File: config.mk
export PLATFORM = sky130hd
export DESIGN_NAME = timer_ctrl_flat
export DESIGN_NICKNAME = d
export VERILOG_FILES = /design/src/rtl/timer_ctrl_if.sv /design/src/rtl/timer_ctrl.sv /design/src/flat_wrapper.sv
export SDC_FILE = /design/constraint.sdc
export NUM_CORES = 1
export LEC_CHECK = 0
export BUFFER_PORTS_ARGS = -buffer_cell sky130_fd_sc_hd__buf_4
export CAP_MARGIN = 25
export CORE_MARGIN = 10
export CORE_UTILIZATION = 23
export DETAILED_ROUTE_END_ITERATION = 8
export HOLD_SLACK_MARGIN = 0.12
export PLACE_DENSITY = 0.46
export SETUP_SLACK_MARGIN = 0.15
export SLEW_MARGIN = 20
export SYNTH_ARGS = -nofsm -noshare
export SYNTH_HDL_FRONTEND = slang
export SYNTH_SLANG_ARGS = --single-unit
export TNS_END_PERCENT = 100
File: constraint.sdc
create_clock -name clk -period 2.1 [get_ports clk]
set_input_delay 0.315 -clock clk [delete_from_list [all_inputs] [get_ports clk]]
set_output_delay 0.315 -clock clk [all_outputs]
set_load 0.01 [all_outputs]
File: src/rtl/timer_ctrl_if.sv
// -----------------------------------------------------------------------------
// timer_ctrl_if
// Groups the button inputs, the time_up level and the count/clear/status
// outputs of the ramen timer control stage.
//   master : the environment side (drives buttons and time_up)
//   slave  : the timer_ctrl side (drives tick_rdy, clear_rdy, running, alarm)
// Signals:
//   btn_start  raw start/pause button, asynchronous, active-high
//   btn_clr    raw clear button, asynchronous, active-high
//   time_up    level from the digit chain, high when target time is reached
//   tick_rdy   one-cycle count pulse (also issued during a clear)
//   clear_rdy  high only together with tick_rdy during a clear
//   running    high while counting
//   alarm      high while the target time has been reached
// -----------------------------------------------------------------------------
interface timer_ctrl_if;
    logic btn_start;
    logic btn_clr;
    logic time_up;
    logic tick_rdy;
    logic clear_rdy;
    logic running;
    logic alarm;

    modport master (
        output btn_start,
        output btn_clr,
        output time_up,
        input  tick_rdy,
        input  clear_rdy,
        input  running,
        input  alarm
    );

    modport slave (
        input  btn_start,
        input  btn_clr,
        input  time_up,
        output tick_rdy,
        output clear_rdy,
        output running,
        output alarm
    );
endinterface

File: src/rtl/timer_ctrl.sv
// -----------------------------------------------------------------------------
// timer_ctrl
// Control stage in front of the digit counter chain of the ramen timer.
// Debounces the start/pause and clear buttons, runs the IDLE/RUN/PAUSE/DONE
// state machine, produces the one-second count pulse (tick_rdy) for the least
// significant digit and the clear qualifier (clear_rdy) for every digit.
// A clear is a single cycle with tick_rdy=1 and clear_rdy=1, which makes every
// digit load zero; tick_rdy alone means increment.
// Ports:
//   clk   single clock
//   rst   synchronous, active-high reset
//   bus   timer_ctrl_if.slave (buttons, time_up in; tick/clear/status out)
// Parameters:
//   TICK_DIV         clock cycles per count tick (>= 2)
//   DEBOUNCE_CYCLES  cycles a synced button level must stay stable (>= 1)
// -----------------------------------------------------------------------------
module timer_ctrl #(
    parameter int TICK_DIV        = 50_000_000,
    parameter int DEBOUNCE_CYCLES = 1_000_000
) (
    input  logic          clk,
    input  logic          rst,
    timer_ctrl_if.slave   bus
);

    localparam int CNT_W   = $clog2(DEBOUNCE_CYCLES + 1);
    localparam int PRESC_W = $clog2(TICK_DIV);

    localparam logic [CNT_W-1:0]   DEB_LAST   = CNT_W'(DEBOUNCE_CYCLES - 1);
    localparam logic [PRESC_W-1:0] PRESC_MAX  = PRESC_W'(TICK_DIV - 1);
    localparam logic [PRESC_W-1:0] PRESC_ZERO = {PRESC_W{1'b0}};

    // Index of each button inside the per-button vectors below.
    localparam int BTN_START = 0;
    localparam int BTN_CLR   = 1;

    typedef enum logic [1:0] {
        IDLE  = 2'd0,
        RUN   = 2'd1,
        PAUSE = 2'd2,
        DONE  = 2'd3
    } state_t;

    // ---------------------------------------------------------------------
    // Button path: synchronizer, debouncer, rising-edge press detector
    // ---------------------------------------------------------------------
    logic [1:0]       raw_s;
    logic [1:0]       sync1_r;
    logic [1:0]       sync2_r;
    logic [1:0]       deb_r;
    logic [1:0]       deb_d_r;
    logic [1:0]       press_r;
    logic [CNT_W-1:0] deb_cnt_r [2];

    logic start_press_s;
    logic clr_press_s;

    assign raw_s[BTN_START] = bus.btn_start;
    assign raw_s[BTN_CLR]   = bus.btn_clr;

    // Synchronize, debounce and edge-detect both buttons with identical logic.
    // The press pulse is registered, so an event reaches the FSM one cycle
    // after the debounced level rises.
    always_ff @(posedge clk) begin
        if (rst) begin
            sync1_r <= 2'b00;
            sync2_r <= 2'b00;
            deb_r   <= 2'b00;
            deb_d_r <= 2'b00;
            press_r <= 2'b00;
            for (int i = 0; i < 2; i++) begin
                deb_cnt_r[i] <= {CNT_W{1'b0}};
            end
        end else begin
            sync1_r <= raw_s;
            sync2_r <= sync1_r;
            deb_d_r <= deb_r;
            for (int i = 0; i < 2; i++) begin
                if (sync2_r[i] == deb_r[i]) begin
                    // Any agreeing cycle restarts the stability window.
                    deb_cnt_r[i] <= {CNT_W{1'b0}};
                end else if (deb_cnt_r[i] == DEB_LAST) begin
                    // This is the DEBOUNCE_CYCLES-th consecutive differing cycle.
                    deb_r[i]     <= sync2_r[i];
                    deb_cnt_r[i] <= {CNT_W{1'b0}};
                end else begin
                    deb_cnt_r[i] <= deb_cnt_r[i] + CNT_W'(1);
                end
                // Only the 0->1 transition of the debounced level is an event.
                press_r[i] <= deb_r[i] & ~deb_d_r[i];
            end
        end
    end

    assign start_press_s = press_r[BTN_START];
    assign clr_press_s   = press_r[BTN_CLR];

    // ---------------------------------------------------------------------
    // State machine and prescaler
    // ---------------------------------------------------------------------
    state_t               state_r;
    state_t               state_next_s;
    logic [PRESC_W-1:0]   presc_r;
    logic [PRESC_W-1:0]   presc_next_s;
    logic                 tick_s;
    logic                 clear_s;

    logic                 tick_r;
    logic                 clear_r;
    logic                 running_r;
    logic                 alarm_r;

    // Next state, next prescaler value and the tick/clear requests.
    always_comb begin
        state_next_s = state_r;
        presc_next_s = presc_r;
        tick_s       = 1'b0;
        clear_s      = 1'b0;
        if (clr_press_s) begin
            // Clear wins over start and time_up in every state.
            state_next_s = IDLE;
            presc_next_s = PRESC_ZERO;
            clear_s      = 1'b1;
        end else begin
            case (state_r)
                IDLE: begin
                    if (start_press_s) begin
                        state_next_s = RUN;
                        presc_next_s = PRESC_ZERO;
                    end else begin
                        state_next_s = IDLE;
                    end
                end
                RUN: begin
                    if (bus.time_up) begin
                        // Target reached: stop, and swallow a coinciding tick.
                        state_next_s = DONE;
                        presc_next_s = PRESC_ZERO;
                    end else if (start_press_s) begin
                        // The pausing cycle is still a RUN cycle and counts
                        // toward the phase; a tick due in this very cycle is
                        // deferred by holding the terminal value.
                        state_next_s = PAUSE;
                        if (presc_r == PRESC_MAX) begin
                            presc_next_s = presc_r;
                        end else begin
                            presc_next_s = presc_r + PRESC_W'(1);
                        end
                    end else if (presc_r == PRESC_MAX) begin
                        tick_s       = 1'b1;
                        presc_next_s = PRESC_ZERO;
                    end else begin
                        presc_next_s = presc_r + PRESC_W'(1);
                    end
                end
                PAUSE: begin
                    // Prescaler keeps its value so the tick phase survives.
                    if (start_press_s) begin
                        state_next_s = RUN;
                    end else begin
                        state_next_s = PAUSE;
                    end
                end
                DONE: begin
                    if (start_press_s) begin
                        state_next_s = IDLE;
                        presc_next_s = PRESC_ZERO;
                        clear_s      = 1'b1;
                    end else begin
                        state_next_s = DONE;
                    end
                end
                default: begin
                    state_next_s = IDLE;
                    presc_next_s = PRESC_ZERO;
                end
            endcase
        end
    end

    // State, prescaler and registered outputs; status outputs follow the
    // next state so they change on the same edge as the state register.
    always_ff @(posedge clk) begin
        if (rst) begin
            state_r   <= IDLE;
            presc_r   <= PRESC_ZERO;
            tick_r    <= 1'b0;
            clear_r   <= 1'b0;
            running_r <= 1'b0;
            alarm_r   <= 1'b0;
        end else begin
            state_r   <= state_next_s;
            presc_r   <= presc_next_s;
            tick_r    <= tick_s | clear_s;
            clear_r   <= clear_s;
            running_r <= (state_next_s == RUN);
            alarm_r   <= (state_next_s == DONE);
        end
    end

    assign bus.tick_rdy  = tick_r;
    assign bus.clear_rdy = clear_r;
    assign bus.running   = running_r;
    assign bus.alarm     = alarm_r;

endmodule

File: src/flat_wrapper.sv
// flat-port wrapper written by rule: the top's interface ports become plain ports
module timer_ctrl_flat 
#(
    parameter int TICK_DIV        = 50_000_000,
    parameter int DEBOUNCE_CYCLES = 1_000_000
)
  (clk, rst, bus_btn_start, bus_btn_clr, bus_time_up, bus_tick_rdy, bus_clear_rdy, bus_running, bus_alarm);
  timer_ctrl_if bus_i ();
  input  logic clk;
  input  logic rst;
  input wire logic [$bits(bus_i.btn_start)-1:0] bus_btn_start;
  input wire logic [$bits(bus_i.btn_clr)-1:0] bus_btn_clr;
  input wire logic [$bits(bus_i.time_up)-1:0] bus_time_up;
  output wire logic [$bits(bus_i.tick_rdy)-1:0] bus_tick_rdy;
  output wire logic [$bits(bus_i.clear_rdy)-1:0] bus_clear_rdy;
  output wire logic [$bits(bus_i.running)-1:0] bus_running;
  output wire logic [$bits(bus_i.alarm)-1:0] bus_alarm;
  assign bus_i.btn_start = bus_btn_start;
  assign bus_i.btn_clr = bus_btn_clr;
  assign bus_i.time_up = bus_time_up;
  assign bus_tick_rdy = bus_i.tick_rdy;
  assign bus_clear_rdy = bus_i.clear_rdy;
  assign bus_running = bus_i.running;
  assign bus_alarm = bus_i.alarm;
  timer_ctrl #(.TICK_DIV(TICK_DIV), .DEBOUNCE_CYCLES(DEBOUNCE_CYCLES)) u_core (.clk(clk), .rst(rst), .bus(bus_i));
endmodule
==> flow_metrics.py <==
metrics = {
    "worst_hold_path": {
        "min_path_type": "in -> reg",
        "whs_path_depth": 2,
        "min_to": "u_core.sync1_r[0]$_SDFF_PP0_",
        "min_from": "bus_btn_start",
    },
    "yosys": {
        "avgSynthCellArea_um2": 9.68,
        "synth_edf_count": 40,
        "synth_area_um2": 4130,
        "synth_top_area_share_pct": 29.1,
        "async_reset_ff_share_pct": 0,
        "yosys.area.top_type": "edfxtp_1",
        "yosysWarnings": 0,
        "ys_types": 51,
        "synth_ff_type": "dfxtp_1",
        "ys_ff_latch": 82,
        "yosysSeqAreaShare_pct": 49.4,
        "netlist_instances": 427,
        "yosys-top-cells-area": "edfxtp_1 (29%), dfxtp_1 (20%), nor2_1 (6.8%)",
    },
    "grt": {
        "busiest_layer": "met2",
        "grt-ovfl-total": 0,
        "gr-usage-met1_pct": 8.81,
        "antenna_found_initial": 0,
        "use_met2_pct": 12.0,
        "grt_max_degree": 21,
        "grt_use_total_pct": 7.46,
        "grt_pass1_vias": 3107,
        "grt_util_met3_pct": 2.73,
        "grt_pass1_wl_mm": 14.7,
    },
    "cells_and_area": {
        "nNetsFinal": 530,
        "diodes": 0,
        "synthToLayoutAreaGrowth_pct": 31.3,
        "layout-drive-gt1-share_pct": 20.9,
        "layout.cells.non_filler": 747,
        "final_area_um2": 5430,
        "fillerInstances": 1832,
    },
    "sta": {
        "rsz0062_at_grt": "no",
        "final_max_slew_viol_count": 0,
        "timing.final.crit_period_ns": 1.88,
        "skew_ns": 0.00874,
        "setup_ws_ns": 0.217,
        "timing.fmax_mhz": 531,
        "hold_violations": 0,
        "finalCritPeriodShare_pct": 89.6,
        "setup_violations": 0,
    },
    "die": {
        "io_pins": 9,
        "coreArea_um2": 17500,
        "dieWidth_um": 154,
        "die_area_um2": 23700,
        "die_h_um": 154,
        "initial_core_util_pct": 23.7,
        "rows": 48,
    },
    "status": {
        "status": "finished, final reports clean",
    },
    "routing": {
        "vias": 3250,
        "totalWireLength_mm": 8.97,
        "drt_iter0_drc": 131,
        "via_per_inst": 4.35,
        "drc": 0,
        "first_pass_iters": 4,
        "wl_per_cell_um": 12.0,
        "drt.antenna.violating_nets": 0,
    },
    "critical_path": {
        "arrival_ns": 2.17,
        "r2r_slack_ns": 0.22,
        "critical_path_class": "reg -> reg",
        "r2r_start": "u_core.presc_r[8]$_SDFFE_PP0P_",
        "worstPathRequired_ns": 2.38,
        "endpoint_kind": "flip-flop",
        "reg2reg_depth": 5,
        "worstPathMaxFanout": 6,
        "critPathLaunchType": "flip-flop",
        "rr_endpoint": "u_core.presc_r[25]$_SDFFE_PP0P_",
    },
    "place": {
        "io_buffers": 8,
        "dpl.cell_count": 717,
        "pre_cts_ws_ns": -0.0455,
        "dp_hpwl_mm": 5.98,
        "gp_congestion": 0.785,
        "dpl-instance-area_um2": 4820,
    },
    "power": {
        "pwr-share-clk_pct": 46.1,
        "power.internal_uw": 2660,
        "comb_power_share_pct": 3.5,
        "power_density_nw_per_um2": 638,
        "p_switching_uw": 800,
        "peakVddDrop_mv": 0.412,
        "p_leak_uw": 0.00194,
        "p_seq_share_pct": 50.4,
        "switching_share_pct": 23.1,
    },
    "clocking": {
        "clockBufferDepth": 2,
        "clock-sinks": 82,
        "cts_tree": "built",
        "clkLatencyLatePin_ns": 0.35,
        "clock-root-buffer": "clkbuf_16",
        "cts_buffers": 9,
        "cts_max_level": 3,
        "clk_pin_slew_ns": 0.07,
    },
    "run": {
        "maxCapViolations": 0,
    },
}
==> Yosys cell counts, types with 2 or more instances <==
| cell type | number |
|---|---|
| nor2_1 | 75 |
| dfxtp_1 | 42 |
| edfxtp_1 | 40 |
| nand3_1 | 29 |
| xor2_1 | 25 |
| nand2_1 | 22 |
| xnor2_1 | 20 |
| inv_1 | 14 |
| a21oi_1 | 13 |
| nand4_1 | 13 |
| o21ai_0 | 12 |
| nor2b_1 | 10 |
| nor3_1 | 9 |
| nor4_1 | 9 |
| ha_1 | 8 |
| a22o_1 | 7 |
| and3_1 | 7 |
| o31ai_1 | 7 |
| clkbuf_1 | 6 |
| or3_1 | 6 |
| or4_1 | 6 |
| and4_1 | 4 |
| buf_2 | 4 |
| nand2b_1 | 4 |
| nor4b_1 | 4 |
| clkbuf_8 | 3 |
| and2_1 | 2 |
| mux2i_1 | 2 |
| or2_2 | 2 |
==> final cells by class <==
type | count | area [um^2] | share of cell area [%]
tap | 225 | 282 | 5.19
clock buffer | 10 | 250 | 4.61
timing repair buffer | 51 | 454 | 8.37
clock inverter | 6 | 52.6 | 0.968
multi-input combinational | 359 | 2290 | 42.2
inverter | 14 | 52.6 | 0.968
sequential | 82 | 2050 | 37.7
==> worst max path at each step <==
stage | from | end | slack, ns | cells after the start
after floorplan | u_core.deb_cnt_r[0][0]$_SDFFCE_PN0P_ | u_core.deb_cnt_r[0][12]$_SDFFCE_PN0P_ | 0.10 | 7
after global placement | u_core.state_r[0]$_SDFF_PP0_ | u_core.presc_r[5]$_SDFFE_PP0P_ | 0.05 | 7
after detailed placement | u_core.state_r[0]$_SDFF_PP0_ | u_core.presc_r[5]$_SDFFE_PP0P_ | -0.05 | 7
after CTS | u_core.deb_cnt_r[0][1]$_SDFFCE_PN0P_ | u_core.deb_cnt_r[0][7]$_SDFFCE_PN0P_ | 0.15 | 8
after global routing | u_core.deb_cnt_r[0][1]$_SDFFCE_PN0P_ | u_core.deb_cnt_r[0][18]$_SDFFCE_PN0P_ | 0.09 | 8
final | u_core.presc_r[8]$_SDFFE_PP0P_ | u_core.presc_r[25]$_SDFFE_PP0P_ | 0.22 | 5
==> cells in the final DEF, fill, tap and decap left out, types with 13 or more instances in the layout <==
cell type | netlist | layout
nor2_1 | 75 | 73
buf_4 | 0 | 45
edfxtp_1 | 40 | 40
conb_1 | 1 | 40
dfxtp_1 | 42 | 37
nand3_1 | 29 | 27
xor2_1 | 25 | 25
nand2_1 | 22 | 22
xnor2_1 | 20 | 20
inv_1 | 14 | 14
nand4_1 | 13 | 13
==> what timing repair did <==
action | in CTS | in global routing
setup endpoints to repair | 32 | 64
cloned | 1 | 3
gates resized for setup | 6 | 30
setup buffers | 2 | 8
hold buffers | 0 | 0
pin swaps | 1 | 8
endpoints found under the hold margin | 0 | 0
==> power by group through the flow <==
stage / logic [uW] / registers, uW / clock network, uW
floorplan: 76.4 / 1770 / 0
global placement: 112 / 1780 / 0
detailed placement: 112 / 1780 / 0
CTS: 113 / 1750 / 1670
global route: 138 / 1750 / 1730
finish: 121 / 1750 / 1600
==> per-layer routing <==
layer,vias to the layer above,share of wire [%]
li1,1674,-
met1,1541,47
met2,25,48
met3,10,2.8
met4,0,1.2
met5,-,0
==> flip-flops by register name (all words and copies together), names as in the netlist <==
register / flops
u_core.deb_cnt_r: 40
u_core.presc_r: 26
u_core.deb_d_r: 2
u_core.deb_r: 2
u_core.press_r: 2
u_core.state_r: 2
u_core.sync1_r: 2
u_core.sync2_r: 2
u_core.bus.alarm: 1
u_core.bus.clear_rdy: 1
u_core.bus.running: 1
u_core.bus.tick_rdy: 1
==> per-stage QoR <==
step                power (uW)  setup TNS, ns  util, %  hold slack [ns]
finish                    3460              0     31.1            0.174
global route              3620              0     31.1            0.171
CTS                       3530              0     29.7            0.156
detailed placement        1890         -0.180     27.6            0.376
global placement          1890              0     27.6            0.376
floorplan                 1850              0        -            0.367
==> worst max-delay path, cell delays in order (launching register included) <==
cell     delay, ns
dfxtp_1       0.35
buf_4         0.15
nand4_2       0.22
or3_4         0.46
or4_1         0.49
a21oi_1       0.15
==> cell families (layout without fill, tap and decap cells) <==
kind of cell / count (synthesis) / in the layout / synth area share [%]
buffers and inverters: 28 / 81 / 3.57
other: 1 / 40 / 0.0907
multiplexers: 2 / 2 / 0.484
AND/OR/NAND/NOR: 211 / 211 / 26.3
XOR/XNOR: 45 / 45 / 9.53
adder cells (fa/ha/maj): 8 / 8 / 2.42
AO/OA/AOI/OAI: 50 / 53 / 8.17
flip-flops: 82 / 82 / 49.4
Note: power is estimated with default switching activity, not from simulation.
